<file path="src/rtl/uart_rx_byte_pkg.sv">
// Shared UART definitions: receiver states, byte type, baud constants.
// Used by both the receiver and the transmitter.
package uart_pkg;

   typedef enum logic [2:0] {
      IDLE,
      START,
      DATA,
      PARITY,
      STOP,
      WAIT_HIGH
   } uart_rx_state_t;

   typedef logic [7:0] uart_byte_t;

   localparam int BAUD_DEFAULT = 115200;

   function automatic int clks_per_bit(input int clk_hz, input int baud);
      return clk_hz / baud;
   endfunction

endpackage

</file>
<file path="src/rtl/uart_rx_byte_sync_2ff.sv">
// Two-flop synchronizer for asynchronous single-bit inputs.
// The reset value is a parameter so that idle-high pins come out of reset idle.
module sync_2ff #(
   parameter logic RESET_VAL = 1'b1
) (
   input  logic clk,
   input  logic rst,
   input  logic d,
   output logic q
);

   logic meta;

   always_ff @(posedge clk) begin
      if (rst) begin
         meta <= RESET_VAL;
         q    <= RESET_VAL;
      end else begin
         meta <= d;
         q    <= meta;
      end
   end

endmodule

</file>
<file path="src/rtl/uart_rx_byte.sv">
// UART byte receiver (8N1, LSB first) with a valid/ready output.
// Define UART_RX_PARITY_EN to switch to 8E1 with a parity check.
module uart_rx_byte
   import uart_pkg::*;
#(
   parameter int CLK_HZ       = 24000000,
   parameter int BAUD         = BAUD_DEFAULT,
   parameter int CLKS_PER_BIT = clks_per_bit(CLK_HZ, BAUD)
) (
   input  logic       pll_clk,
   input  logic       rst,
   input  logic       rx_in,
   output logic [7:0] data_out,
   output logic       data_valid,
   input  logic       data_ready,
   output logic       frame_err,
   output logic       overrun_err,
   output logic       parity_err
);

   localparam int CW = $clog2(CLKS_PER_BIT);
   localparam logic [CW-1:0] HALF_M1 = CW'(CLKS_PER_BIT / 2 - 1);
   localparam logic [CW-1:0] FULL_M1 = CW'(CLKS_PER_BIT - 1);

   logic           rxs;
   uart_rx_state_t state;
   logic [CW-1:0]  cnt;
   logic [2:0]     idx;
   uart_byte_t     shreg;
   logic           par_ok;

   sync_2ff #(.RESET_VAL(1'b1)) u_sync (
      .clk (pll_clk),
      .rst (rst),
      .d   (rx_in),
      .q   (rxs)
   );

`ifdef UART_RX_PARITY_EN
   logic par_bit;
   logic parity_err_q;
   assign par_ok     = (par_bit == ^shreg);
   assign parity_err = parity_err_q;
`else
   assign par_ok     = 1'b1;
   assign parity_err = 1'b0;
`endif

   always_ff @(posedge pll_clk) begin
      if (rst) begin
         state       <= IDLE;
         cnt         <= '0;
         idx         <= '0;
         shreg       <= '0;
         data_out    <= '0;
         data_valid  <= 1'b0;
         frame_err   <= 1'b0;
         overrun_err <= 1'b0;
`ifdef UART_RX_PARITY_EN
         par_bit      <= 1'b0;
         parity_err_q <= 1'b0;
`endif
      end else begin
         frame_err   <= 1'b0;
         overrun_err <= 1'b0;
`ifdef UART_RX_PARITY_EN
         parity_err_q <= 1'b0;
`endif
         // A later delivery in the same cycle overrides this clear.
         if (data_valid && data_ready)
            data_valid <= 1'b0;

         case (state)
            IDLE: begin
               cnt <= '0;
               if (!rxs)
                  state <= START;
            end
            START: begin
               if (cnt == HALF_M1) begin
                  cnt   <= '0;
                  idx   <= '0;
                  state <= rxs ? IDLE : DATA;
               end else begin
                  cnt <= cnt + 1'b1;
               end
            end
            DATA: begin
               if (cnt == FULL_M1) begin
                  cnt        <= '0;
                  shreg[idx] <= rxs;
                  idx        <= idx + 1'b1;
                  if (idx == 3'd7) begin
`ifdef UART_RX_PARITY_EN
                     state <= PARITY;
`else
                     state <= STOP;
`endif
                  end
               end else begin
                  cnt <= cnt + 1'b1;
               end
            end
`ifdef UART_RX_PARITY_EN
            PARITY: begin
               if (cnt == FULL_M1) begin
                  cnt     <= '0;
                  par_bit <= rxs;
                  state   <= STOP;
               end else begin
                  cnt <= cnt + 1'b1;
               end
            end
`endif
            STOP: begin
               if (cnt == FULL_M1) begin
                  cnt <= '0;
                  if (!rxs) begin
                     // Framing error wins over overrun and parity.
                     frame_err <= 1'b1;
                     state     <= WAIT_HIGH;
                  end else begin
                     state <= IDLE;
                     if (!par_ok) begin
`ifdef UART_RX_PARITY_EN
                        parity_err_q <= 1'b1;
`endif
                     end else if (data_valid && !data_ready) begin
                        overrun_err <= 1'b1;
                     end else begin
                        data_out   <= shreg;
                        data_valid <= 1'b1;
                     end
                  end
               end else begin
                  cnt <= cnt + 1'b1;
               end
            end
            WAIT_HIGH: begin
               cnt <= '0;
               if (rxs)
                  state <= IDLE;
            end
            default: begin
               cnt   <= '0;
               state <= IDLE;
            end
         endcase
      end
   end

endmodule
</file>
<file path="config.mk">
export PLATFORM = sky130hd
export DESIGN_NAME = uart_rx_byte
export DESIGN_NICKNAME = d
export VERILOG_FILES = /design/src/rtl/uart_rx_byte_pkg.sv /design/src/rtl/uart_rx_byte_sync_2ff.sv /design/src/rtl/uart_rx_byte.sv
export SDC_FILE = /design/constraint.sdc
export NUM_CORES = 1
export LEC_CHECK = 0
export ABC_AREA = 0
export CAP_MARGIN = 20
export CORE_UTILIZATION = 30
export CTS_CLUSTER_SIZE = 25
export DETAILED_ROUTE_END_ITERATION = 8
export PLACE_DENSITY = 0.52
export SLEW_MARGIN = 10
export SYNTH_ARGS = -nofsm -noshare
export SYNTH_HDL_FRONTEND = slang
export SYNTH_SLANG_ARGS = --single-unit
</file>
<file path="constraint.sdc">
create_clock -name pll_clk -period 2 [get_ports pll_clk]
set_input_delay 0.3 -clock pll_clk [delete_from_list [all_inputs] [get_ports pll_clk]]
set_output_delay 0.3 -clock pll_clk [all_outputs]
set_load 0.1 [all_outputs]
</file>
==> qor.tcl, run 1 <==
set qor(run_status) {finished clean}
set qor(ir_drop_uv) 446
set qor(timing.fmax_mhz) 540
set qor(tritoncts_clock_tree) {yes}
set qor(worstSkewPairLatency_ps) 290
set qor(synth_cells) 170
set qor(synthTopCellsByArea) {sky130_fd_sc_hd__dfxtp_1, sky130_fd_sc_hd__mux2i_1, sky130_fd_sc_hd__nand2_1}
set qor(p_leak_uw) 0.000659
set qor(synth_async_sr_flop_share_pct) 0
set qor(detail_route.first_pass.iterations) 4
set qor(rsz0062_at_grt) {false}
set qor(via_count_of_the_first_global_routing_pass) 1140
set qor(r2r_setup_slack_ps) 150
set qor(critical_path.reg2reg.endpoint) {shreg[2]}
set qor(finalHoldViolations) 0
set qor(postRouteAntennaNets) 0
set qor(initial_utilization_pct) 31.2
set qor(routed_via_density) 4.76
set qor(routed_wl_per_cell_um) 12.1
set qor(grt_start_max_net_pins) 17
set qor(grt_remaining_overflow) 0
set qor(finalMaxSlewViolations) 0
set qor(design.portCount) 16
set qor(timing.critical_path.to) {shreg[2]}
set qor(cts.sink_count) 35
set qor(cp.depth) 4
set qor(worst_ep_arrival_time_ps) 2070
set qor(cp_data_required_time_ps) 2220
set qor(maximum_count_of_clock_buffers_along_a_single_path) 2
set qor(drt_first_iter_violations) 58
set qor(holdCritPathClass) {reg -> reg}
set qor(io_port_bufs) 14
set qor(grt_first_pass_wirelength_um) 5150
set qor(clockPowerShare_pct) 35.4
set qor(timing.critical_path.fanout_max) 7
set qor(core-area_um2) 5110
set qor(drive_above_1_share_pct) 20.3
set qor(nNetsFinal) 198
set qor(die_w_um) 74.9
set qor(area_growth_pct) 20.5
set qor(overall_routed_net_length_um) 3160
set qor(instances_no_fill) 262
set qor(dpl.cell_count) 254
set qor(grt_total_usage_pct) 12.2
set qor(synth_top_area_cell) {sky130_fd_sc_hd__dfxtp_1}
set qor(synth.lib_cells_used.distinct) 43
set qor(post_cts_hold_buffer_count) 0
set qor(vias) 1248
set qor(final_area_um2) 1920
set qor(die_span_y_um) 74.9
set qor(synthDominantCellAreaShare_pct) 43.9
set qor(crit_path_from) {state[1]}
set qor(drc_errors) 0
set qor(grt_antenna_before_repair) 0
set qor(clkTransAtPathRegs_ps) 80
set qor(yosys_warnings) 0
set qor(ff2ff_path_depth) 4
set qor(layout.core_utilization_pct) 37.6
set qor(count_of_maximum_capacitance_violations) 0
set qor(critical_path.max_stage_delay_ps) 480
set qor(detailed_place.area_um2) 1810
set qor(timing.final.setup_violations) 0
set qor(critPathTopFamily) {simple AND/OR/NAND/NOR gates}
set qor(dp.final_hpwl_um) 2220
set qor(place_congestion) 0.809
set qor(synth_fp_nets) 177
set qor(core.rowCount) 26
set qor(critical_path.cell_chain) {or3b_1, or3_1, nor3_1, mux2i_1}
set qor(pwr-share-seq_pct) 49.5
set qor(fin_tns_setup_ps) 0
set qor(clock-root-buffer) {sky130_fd_sc_hd__clkbuf_8}
set qor(buffer_and_inverter_count_on_the_worst_path) 0
set qor(p_int_uw) 1070
set qor(antenna_cells_inserted) 0
set qor(ys_seq_area_share_pct) 43.9
set qor(synth_ff_type) {sky130_fd_sc_hd__dfxtp_1}
set qor(cp-start-kind) {flip-flop}
set qor(net-switching-power_uw) 427
set qor(synth_area_per_cell_um2) 9.38
set qor(finalWorstPathRequiredPeriod_ps) 1850
set qor(switching_part_of_the_total_power_pct) 28.6
set qor(post-route-period-util_pct) 92.6
set qor(synth-edff-count) 0
set qor(crit-reg2reg-launch) {state[1]}
set qor(cts_made_buffers) 5
set qor(ys_ff_latch) 35
set qor(critical_path_class) {reg -> reg}
set qor(standard_cell_with_the_maximum_stage_delay_on_the_critical_path) {sky130_fd_sc_hd__or3_1}
set qor(mappedNetlistArea_um2) 1600
set qor(p_comb_share_pct) 15.1
set qor(fin_worst_skew_ps) 10.4
set qor(postCtsSetupBuffers) 0
set qor(worst_setup_path_end_kind) {flip-flop}
set qor(cts-htree-levels) 2
set qor(post_cts_resize_count) 0
set qor(die_area_um2) 5610
set qor(totalPowerFinal_uw) 1490
set qor(powerDensity_nw_per_um2) 778
## worst min path at each step
stage,from,to,depth (start not counted)
4_1_cts,u_sync.meta,u_sync.q,1
6_report,u_sync.meta,u_sync.q,1
3_5_place_dp,u_sync.meta,u_sync.q,1
3_3_place_gp,u_sync.meta,u_sync.q,1
2_1_floorplan,u_sync.meta,u_sync.q,1
5_1_grt,u_sync.meta,u_sync.q,1
## metrics by stage
step	hold WS, ps	setup slack, ps
5_1_grt	436	44.3
3_5_place_dp	405	104
4_1_cts	422	96.8
2_1_floorplan	389	188
6_report	419	148
3_3_place_gp	392	139
## final cells by class
cell class	instances	area, µm²
repair buffers	23	180
flip-flops and latches	35	701
clock inverters	3	23.8
well taps	70	87.6
clock buffers	5	68.8
inverters	4	15.0
multi-input cells	122	846
fillers	541	3190
## layout by cell type (no fill, tap or decap), drive strengths merged, types with 2 or more instances in the layout
cell type / count
clkinvlp: 2
buf: 20
xor2: 2
dfxtp: 35
a21oi: 8
clkbuf: 5
or3b: 3
nor3: 8
inv: 4
clkdlybuf4s50: 3
nand2: 21
nor3b: 3
nand4: 3
nand3: 7
nand2b: 4
ha: 3
mux2i: 16
nor4b: 2
xnor2: 5
a2111oi: 2
nor2b: 2
or2: 2
nor2: 14
## cells in the mapped netlist, types with 3 or more instances
| cell type | count |
|---|---|
| sky130_fd_sc_hd__nand2b_1 | 4 |
| sky130_fd_sc_hd__nand3_1 | 7 |
| sky130_fd_sc_hd__xnor2_1 | 5 |
| sky130_fd_sc_hd__nand4_1 | 3 |
| sky130_fd_sc_hd__dfxtp_1 | 35 |
| sky130_fd_sc_hd__nand2_1 | 21 |
| sky130_fd_sc_hd__ha_1 | 3 |
| sky130_fd_sc_hd__mux2i_1 | 16 |
| sky130_fd_sc_hd__inv_1 | 3 |
| sky130_fd_sc_hd__nor3b_1 | 3 |
| sky130_fd_sc_hd__clkbuf_1 | 4 |
| sky130_fd_sc_hd__nor2_1 | 14 |
| sky130_fd_sc_hd__nor3_1 | 8 |
| sky130_fd_sc_hd__a21oi_1 | 8 |
## state kept, by name (all words and copies together), names as in the netlist
signal       count
cnt              8
u_sync.q         1
data_valid       1
idx              3
frame_err        1
state            3
data_out         8
overrun_err      1
shreg            8
u_sync.meta      1
## logic make-up (layout without fill, tap and decap cells)
kind of cell             count (synthesis)  in the layout  synth area share (%)
flip-flops                              35             35                  43.9
XOR/XNOR                                 7              7                  3.84
other                                    1              1                 0.235
buffers and inverters                   13             35                  4.39
adder cells (fa/ha/maj)                  3              3                  2.35
multiplexers                            17             17                  10.7
AND/OR/NAND/NOR                         78             78                  27.8
AO/OA/AOI/OAI                           16             16                  6.75
## metal layers
metal / vias up / GRT usage [%] / routed length [µm] / share of wire (%)
met5: - / 0 / 0 / 0
li1: 641 / - / - / -
met1: 576 / 16.1 / 1560 / 49
met3: 6 / 4.02 / 129 / 4.1
met4: 0 / 5.03 / 53 / 1.7
met2: 25 / 18.3 / 1420 / 45
## power groups by stage
stage / clock network (µW) / registers (µW) / logic, µW
global placement: 0 / 752 / 209
CTS: 549 / 738 / 218
finish: 530 / 739 / 226
global route: 581 / 743 / 253
floorplan: 0 / 740 / 170
detailed placement: 0 / 755 / 217
(Power assumes the default switching activity.)
==> inputs of run 2 (changes only) <==
Settings changed: ABC_CLOCK_PERIOD_IN_PS set to 2000.
==> results of run 2 <==
The final DEF is identical to that of run 1; final timing and power are the same.
